--- src/rtl/prefix_adder_pkg.sv ---
// prefix_adder_pkg: kpg encoding, prefix operator and pipeline sizing helpers
package prefix_adder_pkg;

    typedef enum logic [1:0] {
        KILL = 2'b00,
        PROP = 2'b10,
        GEN  = 2'b11
    } kpg_t;

    function automatic kpg_t kpg_combine(kpg_t hi, kpg_t lo);
        return (hi == PROP) ? lo : hi;
    endfunction

    // position 0 carries the carry-in seed, so there are WIDTH+1 prefix positions
    function automatic int prefix_levels(int width);
        return $clog2(width + 1);
    endfunction

    function automatic int prefix_lat(int width, int lps);
        return (prefix_levels(width) + lps - 1) / lps + 1;
    endfunction

endpackage

--- src/rtl/prefix_adder_pl_kpg_cell.sv ---
// kpg_cell: combinational Kogge-Stone prefix operator on kpg pairs
module kpg_cell
    import prefix_adder_pkg::*;
(
    input  logic [1:0] hi,
    input  logic [1:0] lo,
    output logic [1:0] y
);

    assign y = kpg_combine(kpg_t'(hi), kpg_t'(lo));

endmodule

--- src/rtl/prefix_adder_pl.sv ---
// prefix_adder_pl: pipelined Kogge-Stone adder/subtractor with valid/ready on both sides
// Define PREFIX_ADDER_FLAGS_EN to add registered zero/negative/overflow outputs.
module prefix_adder_pl
    import prefix_adder_pkg::*;
#(
    parameter int WIDTH            = 32,
    parameter int LEVELS_PER_STAGE = 2
) (
    input  logic             clk,
    input  logic             rst,
    input  logic             in_valid,
    output logic             in_ready,
    input  logic [WIDTH-1:0] a,
    input  logic [WIDTH-1:0] b,
    input  logic             cin,
    input  logic             op_sub,
    output logic             out_valid,
    input  logic             out_ready,
    output logic [WIDTH-1:0] sum,
`ifdef PREFIX_ADDER_FLAGS_EN
    output logic             zero,
    output logic             negative,
    output logic             overflow,
`endif
    output logic             cout
);

    localparam int L = prefix_levels(WIDTH);
    localparam int S = prefix_lat(WIDTH, LEVELS_PER_STAGE) - 1;

    logic [WIDTH-1:0]      bp;
    logic [WIDTH:0][1:0]   gen;
    logic [WIDTH:0][1:0]   kp_q [0:S-1];
    logic [WIDTH-1:0]      x_q  [0:S-1];
    logic [WIDTH:0][1:0]   src  [0:L-1];
    logic [WIDTH:0][1:0]   lv   [1:L];
    logic [WIDTH:0]        cy;
    logic [WIDTH-1:0]      nxt;
    logic [S:0]            v;
    logic [S:0]            v_in;
    logic [S:0]            rdy;

    assign bp = op_sub ? ~b : b;

    always_comb begin
        gen[0] = {2{op_sub | cin}};
        for (int i = 0; i < WIDTH; i++) gen[i+1] = {a[i] | bp[i], a[i] & bp[i]};
    end

    always_comb begin
        rdy[S] = !v[S] | out_ready;
        for (int s = S - 1; s >= 0; s--) rdy[s] = !v[s] | rdy[s+1];
    end

    assign v_in      = {v[S-1:0], in_valid};
    assign in_ready  = rdy[0];
    assign out_valid = v[S];

    always_ff @(posedge clk)
        if (rst) v <= '0;
        else     v <= (v & ~rdy) | (v_in & rdy);

    // stage 0 holds operands already in kpg / half-sum form
    always_ff @(posedge clk) begin
        if (rdy[0] && in_valid) begin
            kp_q[0] <= gen;
            x_q[0]  <= a ^ bp;
        end
        for (int s = 1; s < S; s++)
            if (rdy[s] && v[s-1]) begin
                kp_q[s] <= lv[s*LEVELS_PER_STAGE];
                x_q[s]  <= x_q[s-1];
            end
    end

    for (genvar k = 0; k < L; k++) begin : g_lvl
        if (k % LEVELS_PER_STAGE == 0) begin : g_reg
            assign src[k] = kp_q[k / LEVELS_PER_STAGE];
        end else begin : g_comb
            assign src[k] = lv[k];
        end
        for (genvar j = 0; j <= WIDTH; j++) begin : g_pos
            if (j >= (1 << k)) begin : g_cell
                kpg_cell u_cell (
                    .hi (src[k][j]),
                    .lo (src[k][j - (1 << k)]),
                    .y  (lv[k+1][j])
                );
            end else begin : g_pass
                assign lv[k+1][j] = src[k][j];
            end
        end
    end

    for (genvar j = 0; j <= WIDTH; j++) begin : g_cy
        assign cy[j] = |lv[L][j];
    end

    assign nxt = x_q[S-1] ^ cy[WIDTH-1:0];

    always_ff @(posedge clk)
        if (rst) begin
            sum  <= '0;
            cout <= 1'b0;
        end else if (rdy[S] && v[S-1]) begin
            sum  <= nxt;
            cout <= cy[WIDTH];
        end

`ifdef PREFIX_ADDER_FLAGS_EN
    always_ff @(posedge clk)
        if (rst) begin
            zero     <= 1'b0;
            negative <= 1'b0;
            overflow <= 1'b0;
        end else if (rdy[S] && v[S-1]) begin
            zero     <= (nxt == '0);
            negative <= nxt[WIDTH-1];
            overflow <= cy[WIDTH] ^ cy[WIDTH-1];
        end
`endif

endmodule

--- config.mk ---
export PLATFORM = sky130hd
export DESIGN_NAME = prefix_adder_pl
export DESIGN_NICKNAME = d
export VERILOG_FILES = /design/src/rtl/prefix_adder_pkg.sv /design/src/rtl/prefix_adder_pl_kpg_cell.sv /design/src/rtl/prefix_adder_pl.sv
export SDC_FILE = /design/constraint.sdc
export NUM_CORES = 1
export LEC_CHECK = 0
export BUFFER_PORTS_ARGS = -buffer_cell sky130_fd_sc_hd__buf_2
export CORE_UTILIZATION = 26
export CTS_CLUSTER_DIAMETER = 150
export DETAILED_ROUTE_END_ITERATION = 12
export GPL_TIMING_DRIVEN = 0
export PLACE_DENSITY = 0.5
export SYNTH_ARGS = -nofsm -noshare
export SYNTH_HDL_FRONTEND = slang
export SYNTH_HIERARCHICAL = 1
export SYNTH_SLANG_ARGS = --single-unit
--- constraint.sdc ---
create_clock -name clk -period 26.5 [get_ports clk]
set_clock_uncertainty 0.2 [all_clocks]
set_input_delay 0 -clock clk [delete_from_list [all_inputs] [get_ports clk]]
set_output_delay 0 -clock clk [all_outputs]
set_load 0.01 [all_outputs]
== Word level (Yosys, flattened, before mapping) ==
Memory sizes are Yosys's and may differ from the RTL's.
Index checks and enable logic that the tools add are counted.
Storage, ports and cells
  register bits: 37
  RAM bits: 294
  input bits: 70
  output and inout bits: 35
  memories: 2
Cells by class
  equality and inequality tests: 135
  mux-type cells: 142
  bitwise gates (word level): 76
  reductions and logical operators: 41
Memory list
  kp_q: words 3, width 66, read ports 3, clocked after Yosys merged registers in 0, wr ports 3, line prefix_adder_pl.sv:33  | logic [WIDTH:0][1:0] kp_q [0:S-1];
  x_q: words 3, width 32, read ports 3, clocked after Yosys merged registers in 0, wr ports 3, line prefix_adder_pl.sv:34  | logic [WIDTH-1:0] x_q [0:S-1];
Operators with widths (count)
  $eq A2 B2 Y1 const B: 135
  $mux W2: 135
  $reduce_or A2 Y1: 33
  $xor A32 B32 Y32: 2
  $or A1 B1 Y1: 37
  $and A1 B1 Y1: 32
  $mux W32: 1
  $not A32 Y32: 1
  $and A4 B4 Y4: 2
  $mux W1: 6
  $logic_and A1 B1 Y1: 4
  $logic_not A1 Y1: 4
  $not A4 Y4: 1
  $or A4 B4 Y4: 1

== Longest topological paths before layout ==
  depth after elaboration: 8
  mapped depth: 5

== By module ==
The synthesis kept the hierarchy.
By module, submodules not included
  prefix_adder_pl: times used 1, cells an instance 683, area each 11917.7 um^2
  kpg_cell: times used 135, cells an instance 2, area each 15.0 um^2

== Worst setup path after synthesis ==
No wires, ideal clock.
  path type: register to register
  start: reg (tool-made name)
  end: mem kp_q[0][133] (netlist name) (enable)
  setup time: 701 ps
  arrival time: 7588 ps
  slack: 18010 ps
  cell stages (with the launch flop): 3
  buffers on the path: 0
  path through: dfxtp_1 > and2b_4 > a21boi_0
RTL lines (line)
  to (decl): prefix_adder_pl.sv:33

==> summary.txt <==
Floorplanning
  • Starting Density: 0.264
  • I/O Pins: 105
  • Placeable Area: 0.0528 mm²
  • Num rows: 84
  • Area of the die: roughly 0.055 mm²
  • DIE HEIGHT: 234 µm
  • Die Width: roughly 230 µm

Route
  • DRT iter0 DRCs: around 410
  • WL met2: around 16000 µm
  • Vias per cell: roughly 4.2
  • Final wirelength: between 30000 and 40000 µm
  • Met3 WL post-DR: 1870 µm
  • Routed Antenna Nets: 0
  • Routed via count: between 8k and 9k
  • M1 WL: 13700 µm
  • Pre-antenna DRT Iters: 8
  • Uppermost layer routed: met4
  • Drt drc: 6
  • Drt wl/cell: roughly 17 µm

Finish
  • Fin area: 0.0177 mm²
  • Most frequent cells in the layout: edfxtp_1, o21a_1, a21o_1, buf_2, dlygate4sd3_1
  • Layout cells sized above 1: 0.153
  • Commonest non-fill, non-tap cell in the layout: edfxtp_1
  • Post-Layout Cell Count: around 1.9k
  • Ant. Diodes: 0
  • Finished Core Util: 0.336
  • Area Growth Syn to Fin: 27.3%
  • Fillers: between 5k and 6k
  • Fin nets: 1342

STA
  • Fin crit period: around 2.4 ns
  • Final Cycle Share: 0.0907
  • Final WS setup: approximately 24 ns
  • Worst Max-Slew Pin Slew: 0.654 ns
  • Max-slew violation count: 0
  • RSZ-0062 raised after global routing: no
  • Setup TNS: 0 ns
  • Final setup vio count: 0
  • WHS: -0.0191 ns
  • Fin. Hold Viols: 1
  • Max Freq: between 400 and 500 MHz
  • Slew headroom: 0.564

Pwr
  • Internal power: around 0.96 mW
  • Clk pwr share: 0.391
  • Switching power of the nets: 0.289 mW
  • Leak pwr: 7.16 nW
  • Total power: ~1.2 mW
  • Switching part of the total: 0.232
  • Power share of the combinational group: 0.098
  • Worst vdd ir: approximately 0.035 mV
  • Seq pwr share: 0.512
  • Power Density: roughly 70 mW/mm²

Critical path
  • Worst Path Arrival: around 2.4 ns
  • Setup crit start kind: flop
  • Worst path max stage delay: 0.47 ns
  • Critical-path top delay cell: a21boi_4
  • WP data required: between 20 and 30 ns
  • Worst path cell trace: and2b_4 > a21boi_4 > buf_12 > buf_16 > buf_12 > buf_16
  • CP endpoint kind: flop
  • Crit Path Class: flop to flop
  • Crit-path max FO: 26

Clocking
  • CTS tree: built
  • CTS Buffer Depth: 3
  • H-tree lvl count: 2
  • TritonCTS buffer count: 36
  • Clk root buf: clkbuf_16
  • CTS clk-pin slew, worst paths: 0.06 ns
  • Resize count post-CTS: 0
  • Clk Latency, worst-skew pair: ~0.53 ns
  • CTS Sinks: about 330

Placed design
  • Pre-CTS WS: approximately 24 ns
  • Area after DPL: ~0.016 mm²
  • DP HPWL: around 24000 µm
  • PortBufs: between 100 and 150
  • Placed Cells: ~1.8k
  • Gpl congestion: approximately 0.76

Synthesis
  • Synth Warn #: 6
  • Syn_nets: 1087
  • Synth Instances: about 950
  • Area leader, netlist: edfxtp_1
  • Post-synthesis sequential area ratio: 0.680
  • Top-area cell type share of the netlist area: 0.627
  • Mapped Area: roughly 0.014 mm²
  • Syn_area_per_cell: around 15 µm²
  • Post-synth cell types: 27
  • Synth area leaders: edfxtp_1, a21o_1, o21a_1, ha_1, dfxtp_1
  • Seq cells post-synth: 328

Global routing
  • GRT Total Usage: 0.119
  • Largest net degree at the start of global routing: 68
  • Vias in the first global route: between 8k and 9k
  • Gr ovfl total: 0
  • Initial antenna violation count: 1
  • First-pass GRT wire length: 48200 µm

Flow run
  • Max Cap Violations: 0

Worst hold path
  • Min-Delay Path Class: input port to flop

Outcome
  • Status: finished, violations left
  • Failing checks: design-rule violations, negative hold slack
==> state kept, by name, summed over array words and instances (netlist names), named ones only <==
| signal | flops |
|---|---|
| cout | 1 |
| kp_q | 195 |
| sum | 32 |
| x_q | 96 |
==> power by group through the flow <==
stage	sequential, mW	combinational [mW]	clock, mW
floorplan	0.641	0.0702	0
global placement	0.653	0.103	0
detailed placement	0.648	0.109	0
CTS	0.638	0.124	0.499
global route	0.641	0.135	0.518
finish	0.637	0.122	0.486
==> metal layers <==
metal	track usage	up-vias
met1	0.147	3933
met3	0.0256	30
met5	0	-
li1	-	3982
met2	0.207	120
met4	0.0351	0
==> layout make-up <==
type | instances | area [µm²] | area share
Sequential cell | 328 | 9480 | 0.534
Multi-Input combinational cell | 511 | 3990 | 0.225
Timing Repair Buffer | 217 | 1780 | 0.101
Clock buffer | 48 | 987 | 0.0556
Tap cell | 688 | 861 | 0.0485
Inverter | 100 | 375 | 0.0211
Clock inverter | 16 | 144 | 0.00811
Buffer | 14 | 131 | 0.00740
==> critical path: cells and delay by family, from the launching register on <==
kind / cells / cell delay, ns
AOI/OAI and AO/OA: 1 / 0.47
buffers and inverters: 4 / 0.85
DFF: 1 / 0.33
and+or+nand+nor: 1 / 0.21
==> final timing paths <==
check                                start  slack, ns           end  cells past startpoint
worst max-delay path                  flop      24.10  kp_q[0][186]                      6
worst min-delay path                op_sub      -0.02     x_q[0][0]                      3
worst max register to register        flop      24.10  kp_q[0][186]                      6
worst min register to register  x_q[0][47]       0.21    x_q[0][79]                      0
==> logic make-up (layout without fill, tap and decap cells) <==
| group | after synthesis | after routing | synth area share |
|---|---|---|---|
| adder cells (fa/ha/maj) | 64 | 64 | 0.0574 |
| AND/OR/NAND/NOR | 72 | 72 | 0.0228 |
| XOR/XNOR | 64 | 64 | 0.0402 |
| AO/OA/AOI/OAI | 311 | 311 | 0.163 |
| buffers and inverters | 114 | 395 | 0.0363 |
| flip-flops | 328 | 328 | 0.680 |
==> synthesized netlist by cell type <==
| library cell | n |
|---|---|
| nor2_4 | 1 |
| nand4_2 | 1 |
| nand2_1 | 31 |
| inv_2 | 2 |
| xor2_1 | 32 |
| o22ai_1 | 31 |
| or2_2 | 1 |
| xnor2_1 | 32 |
| o21a_1 | 135 |
| nand2b_2 | 1 |
| and2_1 | 1 |
| a21boi_0 | 1 |
| buf_2 | 3 |
| a31oi_1 | 1 |
| edfxtp_1 | 291 |
| a211oi_1 | 2 |
| nand3_1 | 1 |
| dfxtp_1 | 37 |
| a21o_1 | 135 |
| buf_4 | 2 |
| ha_1 | 64 |
| nor2_1 | 33 |
| and2b_4 | 1 |
| nand3_4 | 1 |
| a21oi_1 | 6 |
| buf_6 | 9 |
| inv_1 | 98 |
==> repair_timing <==
action                                 4_1_cts  5_1_grt
endpoints found under the hold margin      159        0
hold buffers                               105        0
setup buffers                                0        0
No activity file was read; power rests on OpenSTA's default activity.
